$ cat config.mk
export PLATFORM = sky130hd
export DESIGN_NAME = calc_entry_ctrl
export DESIGN_NICKNAME = d
export VERILOG_FILES = /design/src/rtl/calc_entry_ctrl.sv
export SDC_FILE = /design/constraint.sdc
export NUM_CORES = 1
export LEC_CHECK = 0
export CAP_MARGIN = 5
export CORE_MARGIN = 5
export CORE_UTILIZATION = 35
export CTS_CLUSTER_SIZE = 8
export DETAILED_ROUTE_END_ITERATION = 10
export GPL_ROUTABILITY_DRIVEN = 0
export GPL_TIMING_DRIVEN = 1
export SLEW_MARGIN = 0
export SYNTH_ARGS = -nofsm -noshare
export SYNTH_HDL_FRONTEND = slang
export SYNTH_SLANG_ARGS = --single-unit
$ cat constraint.sdc
create_clock -name clock -period 5.8 [get_ports clock]
set_input_delay 1.16 -clock clock [delete_from_list [all_inputs] [get_ports clock]]
set_output_delay 1.16 -clock clock [all_outputs]
set_load 0.01 [all_outputs]
$ cat src/rtl/calc_entry_ctrl.sv
// Keypad front end for the sign-magnitude arithmetic unit: builds hex operands,
// keeps the running accumulator and sequences issue / wait / capture of each result.
module calc_entry_ctrl #(
  parameter int unsigned MAX_DIGITS = 4,
  parameter int unsigned ANS_WAIT   = 2
) (
  input  logic        clock,
  input  logic        reset,
  input  logic        key_valid,
  input  logic [4:0]  key_code,
  output logic        key_ready,
  output logic [16:0] V1,
  output logic [16:0] V2,
  output logic [1:0]  opcode,
  output logic        newop,
  input  logic [16:0] answer,
  input  logic        ovw,
  output logic [16:0] disp_value,
  output logic        busy,
  output logic        error
);

  localparam int unsigned DW   = 17;
  localparam int unsigned MW   = 16;
  localparam int unsigned OPW  = 2;
  localparam int unsigned DCW  = $clog2(MAX_DIGITS + 1);
  localparam int unsigned CNTW = $clog2(ANS_WAIT + 1);

  localparam logic [4:0] K_ADD = 5'h10;
  localparam logic [4:0] K_MUL = 5'h11;
  localparam logic [4:0] K_SUB = 5'h12;
  localparam logic [4:0] K_EQ  = 5'h13;
  localparam logic [4:0] K_SGN = 5'h14;
  localparam logic [4:0] K_CLR = 5'h15;

  typedef enum logic [2:0] {
    S_ENTRY   = 3'd0,
    S_ISSUE   = 3'd1,
    S_WAIT    = 3'd2,
    S_CAPTURE = 3'd3,
    S_ERROR   = 3'd4
  } state_e;

  state_e          state_q, state_d;
  logic [DW-1:0]   acc_q, acc_d;
  logic [DW-1:0]   entry_q, entry_d;
  logic [DCW-1:0]  digit_cnt_q, digit_cnt_d;
  logic            pend_vld_q, pend_vld_d;
  logic [OPW-1:0]  pend_op_q, pend_op_d;
  logic            next_vld_q, next_vld_d;
  logic [OPW-1:0]  next_op_q, next_op_d;
  logic [CNTW-1:0] wait_cnt_q, wait_cnt_d;
  logic [DW-1:0]   ans_q, ans_d;
  logic            ovw_q, ovw_d;
  logic [OPW-1:0]  opcode_q, opcode_d;
  logic            newop_q, newop_d;
  logic            busy_q, busy_d;
  logic            error_q, error_d;
  logic            key_ready_q, key_ready_d;
  logic [DW-1:0]   disp_q, disp_d;
  logic            key_fire;
  logic            do_clear;

  assign key_fire = key_valid & key_ready_q;

  // Next-state and registered-output logic
  always_comb begin
    state_d     = state_q;
    acc_d       = acc_q;
    entry_d     = entry_q;
    digit_cnt_d = digit_cnt_q;
    pend_vld_d  = pend_vld_q;
    pend_op_d   = pend_op_q;
    next_vld_d  = next_vld_q;
    next_op_d   = next_op_q;
    wait_cnt_d  = wait_cnt_q;
    ans_d       = ans_q;
    ovw_d       = ovw_q;
    opcode_d    = opcode_q;
    do_clear    = 1'b0;

    case (state_q)
      S_ENTRY: begin
        if (key_fire) begin
          if (!key_code[4]) begin
            if (digit_cnt_q < DCW'(MAX_DIGITS)) begin
              entry_d     = {entry_q[DW-1], entry_q[11:0], key_code[3:0]};
              digit_cnt_d = digit_cnt_q + DCW'(1);
            end
          end else begin
            case (key_code)
              K_SGN: entry_d[DW-1] = ~entry_q[DW-1];
              K_ADD, K_MUL, K_SUB: begin
                if (!pend_vld_q) begin
                  if (digit_cnt_q != '0) acc_d = entry_q;
                  pend_vld_d  = 1'b1;
                  pend_op_d   = key_code[1:0];
                  entry_d     = '0;
                  digit_cnt_d = '0;
                end else if (digit_cnt_q == '0) begin
                  pend_op_d = key_code[1:0];
                end else begin
                  next_vld_d = 1'b1;
                  next_op_d  = key_code[1:0];
                  opcode_d   = pend_op_q;
                  state_d    = S_ISSUE;
                end
              end
              K_EQ: begin
                if (pend_vld_q && (digit_cnt_q != '0)) begin
                  next_vld_d = 1'b0;
                  next_op_d  = '0;
                  opcode_d   = pend_op_q;
                  state_d    = S_ISSUE;
                end
              end
              K_CLR:   do_clear = 1'b1;
              default: ;
            endcase
          end
        end
      end
      S_ISSUE: begin
        wait_cnt_d = CNTW'(ANS_WAIT - 2);
        state_d    = S_WAIT;
      end
      S_WAIT: begin
        // Sample on the edge that is ANS_WAIT edges after the newop edge
        if (wait_cnt_q == '0) begin
          ans_d   = answer;
          ovw_d   = ovw;
          state_d = S_CAPTURE;
        end else begin
          wait_cnt_d = wait_cnt_q - CNTW'(1);
        end
      end
      S_CAPTURE: begin
        if (ovw_q) begin
          state_d = S_ERROR;
        end else begin
          acc_d       = {ans_q[DW-1] & (ans_q[MW-1:0] != '0), ans_q[MW-1:0]};
          entry_d     = '0;
          digit_cnt_d = '0;
          pend_vld_d  = next_vld_q;
          pend_op_d   = next_op_q;
          state_d     = S_ENTRY;
        end
      end
      S_ERROR: begin
        if (key_fire && (key_code == K_CLR)) do_clear = 1'b1;
      end
      default: state_d = S_ENTRY;
    endcase

    if (do_clear) begin
      acc_d       = '0;
      entry_d     = '0;
      digit_cnt_d = '0;
      pend_vld_d  = 1'b0;
      pend_op_d   = '0;
      next_vld_d  = 1'b0;
      next_op_d   = '0;
      state_d     = S_ENTRY;
    end

    newop_d     = (state_d == S_ISSUE);
    busy_d      = (state_d == S_ISSUE) || (state_d == S_WAIT) || (state_d == S_CAPTURE);
    error_d     = (state_d == S_ERROR);
    key_ready_d = (state_d == S_ENTRY) || (state_d == S_ERROR);
    disp_d      = (digit_cnt_d != '0) ? entry_d : acc_d;
  end

  always_ff @(posedge clock) begin
    if (reset) begin
      state_q     <= S_ENTRY;
      acc_q       <= '0;
      entry_q     <= '0;
      digit_cnt_q <= '0;
      pend_vld_q  <= 1'b0;
      pend_op_q   <= '0;
      next_vld_q  <= 1'b0;
      next_op_q   <= '0;
      wait_cnt_q  <= '0;
      ans_q       <= '0;
      ovw_q       <= 1'b0;
      opcode_q    <= '0;
      newop_q     <= 1'b0;
      busy_q      <= 1'b0;
      error_q     <= 1'b0;
      key_ready_q <= 1'b1;
      disp_q      <= '0;
    end else begin
      state_q     <= state_d;
      acc_q       <= acc_d;
      entry_q     <= entry_d;
      digit_cnt_q <= digit_cnt_d;
      pend_vld_q  <= pend_vld_d;
      pend_op_q   <= pend_op_d;
      next_vld_q  <= next_vld_d;
      next_op_q   <= next_op_d;
      wait_cnt_q  <= wait_cnt_d;
      ans_q       <= ans_d;
      ovw_q       <= ovw_d;
      opcode_q    <= opcode_d;
      newop_q     <= newop_d;
      busy_q      <= busy_d;
      error_q     <= error_d;
      key_ready_q <= key_ready_d;
      disp_q      <= disp_d;
    end
  end

  assign V1         = entry_q;
  assign V2         = acc_q;
  assign opcode     = opcode_q;
  assign newop      = newop_q;
  assign busy       = busy_q;
  assign error      = error_q;
  assign key_ready  = key_ready_q;
  assign disp_value = disp_q;

endmodule

Word level (Yosys, flattened, before mapping)
Index checks and enable logic that the tools add are counted.
- order comparisons: 1
- equality and inequality tests: 23
- reduce and logical (&&, ||, !) cells: 22
- $add $sub $neg: 2
- muxes and demuxes: 67
- bitwise logic cells: 3
- operator list (operator ; count):
    17-bit two-way mux ; 13
    17-bit one-hot mux with 2 select lines ; 2
    3-bit two-way mux ; 15
    16-bit two-way mux ; 2
    5-bit equality test (second input constant) ; 6
    2-bit two-way mux ; 13
    2-bit one-hot mux with 2 select lines ; 4
    16-bit nonzero test ; 1
    3-bit one-hot mux with 5 select lines ; 1
    2-bit != test (second input constant) ; 7
    3-bit by 2-bit equality test with 1-bit output (second input constant) ; 4
    3-bit one-hot mux with 2 select lines ; 2
    1-bit two-way mux ; 11
    3-bit zero test ; 3
    1-bit one-hot mux with 2 select lines ; 4
    7-bit AND reduction ; 1
    3-bit by 1-bit equality test with 1-bit output (second input constant) ; 2
    3-bit equality test (second input constant) ; 2
    6-bit AND reduction ; 1
    2-bit nonzero test ; 3
    3-bit nonzero test ; 2
    5-bit AND reduction ; 1
    2-bit AND reduction ; 2
    3-bit by 1-bit adder with 3-bit output (second input constant) ; 1
    11 further kinds ; 15
- bits in registers: 89
- output and inout bits: 57

Depth between registers and ports, before layout
Gate-level depths: netlist (run 1).
- depth after elaboration: 11
- depth in mapped cells: 9
- mapped depth without buffers: 7

Least setup slack after synthesis (run 1)
No wires, ideal clock.
- path type: input to register
- start: in key_code[2]
- end: reg disp_q[10], in the netlist disp_value[10]
- data arrival time: 2905 ps
- required time: 5677 ps
- path slack: 2772 ps
- stages: 7
- path through: clkbuf_1 -> a211oi_2 -> a21o_1 -> a21boi_1 -> nor4_4 -> buf_6 -> mux2_1
- word-level cells in the longest chain between the ends: 9
- ends and longest elaborated chain (element ; RTL line ; text):
    start: declaration ; 10 ; input logic [4:0] key_code,
    5-bit equality test ; 91 ; case (key_code)
    3-bit OR reduction ; 91 ;
    3-bit two-way mux ; 91 ;
    3-bit two-way mux ; 85 ; if (!key_code[4]) begin
    3-bit two-way mux ; 84 ; if (key_fire) begin
    3-bit one-hot mux with 2 select lines ; 82 ; case (state_q)
    3-bit two-way mux ; 155 ; if (do_clear) begin
    3-bit nonzero test ; 170 ; disp_d = (digit_cnt_d != '0) ? entry_d : acc_d;
    17-bit two-way mux * ; 170 ;
    end signal: assignment ; 209 ; disp_q <= disp_d;
    end: declaration ; 60 ; logic [DW-1:0] disp_q, disp_d;
Every way passes the cells marked *; elsewhere a longest branch is shown, timed or not.
A chain may end at the register's enable or synchronous reset.

Worst setup path in the final report (run 1)
- start: in key_valid
- end: reg disp_q[3], in the netlist disp_value[3]
- word-level cells in the longest chain between the ends: 7
- ends and longest elaborated chain (element ; RTL line ; text):
    start: declaration ; 9 ; input logic key_valid,
    1-bit bitwise AND * ; 64 ; assign key_fire = key_valid & key_ready_q;
    1-bit logical AND ; 150 ; if (key_fire && (key_code == K_CLR)) do_clear = 1'b1;
    1-bit two-way mux ; 150 ;
    1-bit one-hot mux with 2 select lines ; 82 ;
    3-bit two-way mux ; 155 ;
    3-bit nonzero test ; 170 ;
    17-bit two-way mux * ; 170 ;
Marked as above.

==> results of run 1 <==
metal layers:
| layer | up-vias | wire (µm) |
|---|---|---|
| met5 | - | 0 |
| met3 | 16 | 679 |
| met1 | 1399 | 4340 |
| met2 | 109 | 4390 |
| li1 | 1439 | - |
| met4 | 0 | 207 |
sequential cells by signal, indices dropped and copies added (netlist names), 2 cells and up:
signal,flops
opcode,2
ans_q,17
wait_cnt_q,2
state_q,3
V1,17
pend_op_q,2
digit_cnt_q,3
V2,17
disp_value,17
next_op_q,2
power breakdown:
group / internal, mW / switching, mW / leakage, nW
combinational: 0.0391 / 0.0406 / 0.826
sequential: 0.616 / 0.00558 / 0.718
clock: 0.216 / 0.230 / 0.104
total: 0.871 / 0.276 / 1.65
synthesized netlist by cell type, drive strengths merged (2+ instances only):
library cell and n:
dfxtp 89, nand2 60, a21oi 44, mux2 19, a22oi 18, nor2 17
clkbuf 16, a22o 15, buf 9, mux2i 7, nor4 6, inv 5
nand3 4, nand4b 4, nor2b 4, nor3 4, a31oi 3, ha 3
a211oi 2, a21o 2, nand3b 2, nor4bb 2, or3 2
metrics by stage:
| step | instance area, µm² | instances | utilization, % | worst slack, ps |
|---|---|---|---|---|
| final | 4590 | 570 | 47.4 | 2110 |
| after global placement | 4380 | 554 | 45.2 | 1800 |
| after CTS | 4590 | 570 | 47.4 | 2150 |
| after global routing | 4590 | 570 | 47.4 | 1950 |
| after floorplan | 3450 | 359 | - | 2770 |
| after detailed placement | 4380 | 554 | 45.2 | 1780 |
kinds of logic (layout without fill, tap and decap cells):
logic type | Yosys count | in the layout | share of synthesized area, %
AND/OR/NAND/NOR | 115 | 115 | 16.6
AO/OA/AOI/OAI | 95 | 95 | 18.4
flip-flops | 89 | 89 | 51.7
buffers and inverters | 30 | 108 | 3.74
multiplexers | 26 | 26 | 8.24
adder cells (fa/ha/maj) | 3 | 3 | 1.09
XOR/XNOR | 1 | 1 | 0.254
cell type report:
| type | instances | area [µm²] |
|---|---|---|
| clock buffers | 10 | 138 |
| clock inverters | 6 | 72.6 |
| multi-input cells | 240 | 1550 |
| inverters | 5 | 18.8 |
| repair buffers | 87 | 858 |
| fillers | 908 | 5100 |
| well taps | 133 | 166 |
| flip-flops and latches | 89 | 1780 |
final timing paths:
path / end / slack [ps] / depth (start not counted)
worst min-delay path: next_op_q[1]$_SDFFE_PP0P_ / 460 / 2
worst min register to register: next_op_q[1]$_SDFFE_PP0P_ / 460 / 2
worst max register to register: disp_value[3]$_SDFF_PP0_ / 3110 / 5
worst max-delay path: disp_value[3]$_SDFF_PP0_ / 2110 / 6
worst register-to-register path, cell delays in order (launching register included):
cell and delay [ps]:
dfxtp_1 390, nor4bb_1 780, nand2_1 110, nor2_1 900, a22o_1 320, mux2_2 150
==> impl_metrics.yaml, run 1 <==
timing:
  drv_slew: 0
  final_hold_viol_count: 0
  whs_ps: 459
  min_period_ps: 3690
  skew_ps: 17.8
  fin_tns_setup_ps: 0
  rsz0062_at_grt: "false"
  maxSlewHeadroom_pct: 21.8
  final.period_utilization_pct: 63.6
  worstMarginPinSlew_ps: 1170
  setup_viol: 0
  fmax_ghz: 0.271
global_route:
  grt.overflow.total: 0
  grt_first_pass_wirelength_mm: 15.1
  met1_usage_pct: 22.8
  grt_pass1_vias: 2864
  antenna_found_initial: 0
  grtUsageMet3_pct: 3.14
  grt-busiest-layer: "met2"
  grt_util_all_layers_pct: 16.6
  grt_max_degree: 32
  grt.met2_usage_pct: 25.2
worst_setup_path:
  path_buf_inv: 1
  endpoint_kind: "flop"
  critPathSlowestCell: "nor2_1"
  crit_arrival_ps: 4000
  cp.required_ps: 6110
  path_max_fanout: 15
  startpoint: "key_valid"
  crit_type: "in -> reg"
  max_stage_delay_ps: 900
  crit_chain: "clkdlybuf4s50_1, nor4bb_1, nand2_1, nor2_1, a22o_1, mux2_2"
  path_delay_family: "simple AND/OR/NAND/NOR gates"
  startpoint_type: "input port"
  reg2reg_from: "key_ready$_SDFF_PP1_"
clocking:
  cts_resized: 0
  clkLatencyLatePin_ps: 370
  cts_sinks: 89
  h-tree-depth: 3
  cts.path.max_buffers: 2
  cts_tree: "done"
  path_clk_slew_ps: 90
  cts_setup_buffers: 0
  hold_buffers: 0
  cts_root_buf: "clkbuf_8"
  cts_made_buffers: 9
cells_and_area:
  mostFrequentLayoutCell: "dfxtp_1"
  layout_common_cells: "dfxtp_1 (89), clkdlybuf4s50_1 (82), nand2_1 (59)"
  syn2layout_area_growth_pct: 33.1
  fin_nets: 461
  drive_gt1_share_pct: 8.24
  diodes: 0
detailed_routing:
  drcViolationCount: 0
  firstDrtPassIters: 4
  wl_per_cell_um: 16.9
  viasPerCell: 5.20
  drtIter0Drc: 183
  vias: 2963
  final_antenna_net_count: 0
  wl_mm: 9.62
worst_hold_path:
  worstHoldPathType: "reg -> reg"
  hp-start: "next_op_q[1]$_SDFFE_PP0P_"
synthesis:
  ys_warn_count: 0
  synth_edf_count: 0
  synth_area_um2: 3450
  synth_fp_nets: 388
  synth-seq-cells: 89
  ys_types: 52
  syn_area_per_cell_um2: 9.60
  netlist_instances: 359
  synth-seq-area-share_pct: 51.7
  synth_area_leaders: "dfxtp_1 (52%), nand2_1 (6.4%), a21oi_1 (6.2%)"
  synth_top_area_share_pct: 51.7
  synth_area_leader_cell: "dfxtp_1"
  async_reset_ff_share_pct: 0
  ys.flop_type: "dfxtp_1"
die:
  core_area_um2: 9680
  num_io_pins: 83
  fp.dieH_um: 109
  die_w_um: 109
  rows: 36
  die_area_um2: 11900
  start_util_pct: 35.6
flow_run:
  max-cap-violations: 0
placement:
  hpwl_mm: 6.75
  port_buffers: 82
power_and_ir_drop:
  irDropWorstVdd_mv: 0.155
  p_leak_nw: 1.65
  report.power.total_mw: 1.15
  power.density_nw_per_um2: 250
outcome:
  status: "complete, no violations"
Power figures use the tool's default switching activity.
==> run 2: changes to the inputs <==
Clock period 5.8 ns to 3.4 ns, I/O delays scaled along.
==> impl_metrics.yaml, run 2 (synthesis gave the netlist of run 1 again) <==
outcome:
  status: "complete, no violations"
cells_and_area:
  fin_area_um2: 4600
  layout_common_cells: "dfxtp_1 (89), clkdlybuf4s50_1 (82), nand2_1 (59)"
  diodes: 0
  seqCellArea_um2: 1780
  n_fill_cell: 955
  fin_nets: 466
  drive_gt1_share_pct: 9.28
  mostFrequentLayoutCell: "dfxtp_1"
  multiInputGateArea_um2: 1550
  syn2layout_area_growth_pct: 33.4
detailed_routing:
  drcViolationCount: 0
  final_antenna_net_count: 0
  wl_per_cell_um: 17.0
  viasPerCell: 5.15
  wl_mm: 9.76
  drtIter0Drc: 116
  firstDrtPassIters: 4
  vias: 2959
die:
  fp.dieH_um: 109
  num_io_pins: 83
  start_util_pct: 35.6
  rows: 36
  core_area_um2: 9680
  die_w_um: 109
  die_area_um2: 11900
clocking:
  cts_tree: "done"
  cts.path.max_buffers: 2
  cts_made_buffers: 9
  cts_setup_buffers: 0
  cts_root_buf: "clkbuf_8"
  path_clk_slew_ps: 100
  clkLatencyLatePin_ps: 360
  cts_resized: 0
  h-tree-depth: 3
  hold_buffers: 0
  cts_sinks: 89
placement:
  post_dp_cell_area_um2: 4410
  hpwl_mm: 6.96
  port_buffers: 82
worst_setup_path:
  startpoint_type: "input port"
  crit_chain: "clkdlybuf4s50_1, nor4bb_1, buf_4, nand2_1, nor2_1, a22o_1, mux2_2"
  critPathSlowestCell: "nor2_1"
  cp.required_ps: 3700
  max_stage_delay_ps: 860
  crit_arrival_ps: 3070
  r2r_slack_ps: 810
  crit_type: "in -> reg"
  endpoint_kind: "flop"
  path_max_fanout: 15
global_route:
  grt_max_degree: 31
  antenna_found_initial: 0
  grt_first_pass_wirelength_mm: 15.2
  grt_pass1_vias: 2909
  grt_util_all_layers_pct: 16.6
  grt.overflow.total: 0
timing:
  maxSlewHeadroom_pct: 25.8
  setup_viol: 0
  worstMarginPinSlew_ps: 1110
  rsz0062_at_grt: "false"
  skew_ps: 14.1
  fin_tns_setup_ps: 0
  final.period_utilization_pct: 81.3
  final_hold_viol_count: 0
  fmax_ghz: 0.362
  min_period_ps: 2760
  drv_slew: 0
flow_run:
  max-cap-violations: 0
power_and_ir_drop:
  p_leak_nw: 1.66
  power.density_nw_per_um2: 410
  irDropWorstVdd_mv: 0.185
worst_hold_path:
  worstHoldPathType: "reg -> reg"
[run 2: critical path: cells and delay by family]
family / cells / cell delay (ps)
AO/OA/AOI/OAI: 1 / 310
multiplexers: 1 / 150
AND/OR/NAND/NOR: 3 / 1220
buffers and inverters: 2 / 710
[run 2: through the flow]
stage	std cells	power, mW	hold WS [ps]	setup slack [ps]	util [%]
2_1_floorplan	359	1.15	429	852	-
3_3_place_gp	559	1.22	441	336	45.6
3_5_place_dp	559	1.22	448	281	45.6
4_1_cts	575	1.89	461	667	47.5
5_1_grt	575	1.95	482	524	47.5
6_report	575	1.89	463	636	47.5
[run 2: where the power goes]
| group | switching [mW] | internal [mW] | total, mW |
|---|---|---|---|
| registers | 0.00984 | 1.05 | 1.06 |
| logic | 0.0703 | 0.0690 | 0.139 |
| clock network | 0.408 | 0.279 | 0.687 |
| total | 0.488 | 1.40 | 1.89 |
[run 2: worst paths after layout]
path | from | to | depth (start not counted)
worst max-delay path | key_valid | disp_value[5]$_SDFF_PP0_ | 7
worst min-delay path | next_op_q[1]$_SDFFE_PP0P_ | next_op_q[1]$_SDFFE_PP0P_ | 2
worst max register to register | state_q[0]$_SDFF_PP0_ | disp_value[5]$_SDFF_PP0_ | 5
worst min register to register | next_op_q[1]$_SDFFE_PP0P_ | next_op_q[1]$_SDFFE_PP0P_ | 2
[run 2: final cells by class]
cell class / count / share of cell area, %
flip-flops and latches: 89 / 38.8
multi-input cells: 240 / 33.7
repair buffers: 92 / 19.5
well taps: 133 / 3.62
clock buffers: 9 / 2.70
clock inverters: 7 / 1.28
inverters: 5 / 0.408
[run 2: metal layers]
layer  track usage (%)  routed length (µm)
met1              23.3                4660
met2              25.2                4400
met3              3.32                 557
met4              5.88                 147
met5                 0                   0
==> run 3: changes to the inputs <==
Clock period 3.4 ns to 2.4 ns, I/O delays scaled along.
==> impl_metrics.yaml, run 3 (synthesis gave the netlist of run 1 again) <==
outcome:
  status: "complete, no violations"
timing:
  maxSlewHeadroom_pct: 68.2
  min_period_ps: 2290
  final_hold_viol_count: 0
  skew_ps: 11.3
  whs_ps: 452
  worstMarginPinSlew_ps: 477
  drv_slew: 0
  setup_viol: 0
  fmax_ghz: 0.436
  final.period_utilization_pct: 95.5
  rsz0062_at_grt: "false"
power_and_ir_drop:
  power_frac_clock_pct: 34.8
  swShare_pct: 25.2
  irDropWorstVdd_mv: 0.250
  pwr-share-seq_pct: 56.0
  power.density_nw_per_um2: 550
  p_leak_nw: 1.82
  combinationalPowerShare_pct: 9.2
  p_int_mw: 2.01
  report.power.total_mw: 2.68
  p_sw_mw: 0.676
detailed_routing:
  wl_per_cell_um: 17.1
  drcViolationCount: 0
  firstDrtPassIters: 4
  vias: 3020
  final_antenna_net_count: 0
  wl_mm: 10.3
  drtIter0Drc: 185
  viasPerCell: 5.02
worst_setup_path:
  crit_type: "in -> reg"
  crit_arrival_ps: 2530
  cp.required_ps: 2640
  reg2reg_to: "disp_value[16]$_SDFF_PP0_"
  path_max_fanout: 8
  r2r_cells: 7
  reg2reg_from: "state_q[0]$_SDFF_PP0_"
  endpoint_kind: "flop"
  r2r_slack_ps: 160
  startpoint_type: "input port"
die:
  rows: 36
  die_area_um2: 11900
  die_w_um: 109
  core_area_um2: 9680
  start_util_pct: 35.6
  fp.dieH_um: 109
  num_io_pins: 83
worst_hold_path:
  hold_depth: 2
  whs_endpoint: "next_op_q[1]$_SDFFE_PP0P_"
  hp-start: "next_op_q[1]$_SDFFE_PP0P_"
  worstHoldPathType: "reg -> reg"
placement:
  port_buffers: 82
  hpwl_mm: 7.32
clocking:
  cts_tree: "done"
  h-tree-depth: 3
  path_clk_slew_ps: 90
  cts.path.max_buffers: 2
  cts_sinks: 89
  cts_made_buffers: 9
  cts_root_buf: "clkbuf_8"
  clkLatencyLatePin_ps: 350
cells_and_area:
  mostFrequentLayoutCell: "dfxtp_1"
  diodes: 0
  syn2layout_area_growth_pct: 41.5
  n_fill_cell: 942
  layout_common_cells: "dfxtp_1 (89), clkdlybuf4s50_1 (80), nand2_1 (59)"
  drive_gt1_share_pct: 15.2
  fin_nets: 492
global_route:
  grt_util_all_layers_pct: 17.2
  grt_first_pass_wirelength_mm: 15.6
  grt_max_degree: 25
  grt.overflow.total: 0
  antenna_found_initial: 0
  grt_pass1_vias: 2947
flow_run:
  max-cap-violations: 0
[run 3: how the worst max path moves through the flow]
stage	start	to	slack [ps]
2_1_floorplan	key_code[2]	disp_value[10]$_SDFF_PP0_	50
3_3_place_gp	key_valid	disp_value[4]$_SDFF_PP0_	-270
3_5_place_dp	key_valid	disp_value[5]$_SDFF_PP0_	-370
4_1_cts	key_valid	disp_value[5]$_SDFF_PP0_	1
5_1_grt	state_q[0]$_SDFF_PP0_	disp_value[4]$_SDFF_PP0_	0.9
6_report	key_code[1]	disp_value[16]$_SDFF_PP0_	110
[run 3: timing repair]
item	4_1_cts	5_1_grt
hold buffers	0	0
setup endpoints to repair	0	17
resized for setup	0	14
setup buffers	0	2
[run 3: critical path: stages]
cell,delay (ps)
clkdlybuf4s50_1,490
a211oi_4,300
a211o_1,230
a31oi_4,120
nor4_4,360
buf_6,210
mux2_1,340
[run 3: power groups by stage]
stage	sequential, mW	combinational, mW	clock (mW)
finish	1.50	0.248	0.932
CTS	1.50	0.223	0.956
floorplan	1.54	0.0983	0
global placement	1.54	0.220	0
global route	1.50	0.263	1.03
detailed placement	1.54	0.222	0
[run 3: final cells by class]
cell class | instances | area [µm²] | share of cell area (%)
inverter | 5 | 18.8 | 0.385
sequential | 89 | 1780 | 36.5
tap | 133 | 166 | 3.41
multi-input combinational | 240 | 1600 | 32.9
timing repair buffer | 118 | 1130 | 23.1
clock inverter | 6 | 48.8 | 1.00
clock buffer | 10 | 128 | 2.62
[run 3: layer usage]
metal	track usage, %	part of all wire [%]	up-vias
met1	23.2	47	1436
li1	-	-	1493
met2	27.3	46	74
met3	2.96	4.5	17
met5	0	0	-
met4	6.41	1.9	0
[run 3: metrics by stage]
step / cells / util (%) / area [µm²] / TNS (ps) / worst slack [ps]
2_1_floorplan: 359 / - / 3450 / 0 / 51.6
3_3_place_gp: 582 / 47.6 / 4610 / -6140 / -269
3_5_place_dp: 582 / 47.6 / 4610 / -7740 / -372
4_1_cts: 598 / 49.4 / 4790 / 0 / 1.45
5_1_grt: 601 / 50.3 / 4880 / 0 / 0.914
6_report: 601 / 50.3 / 4880 / 0 / 107
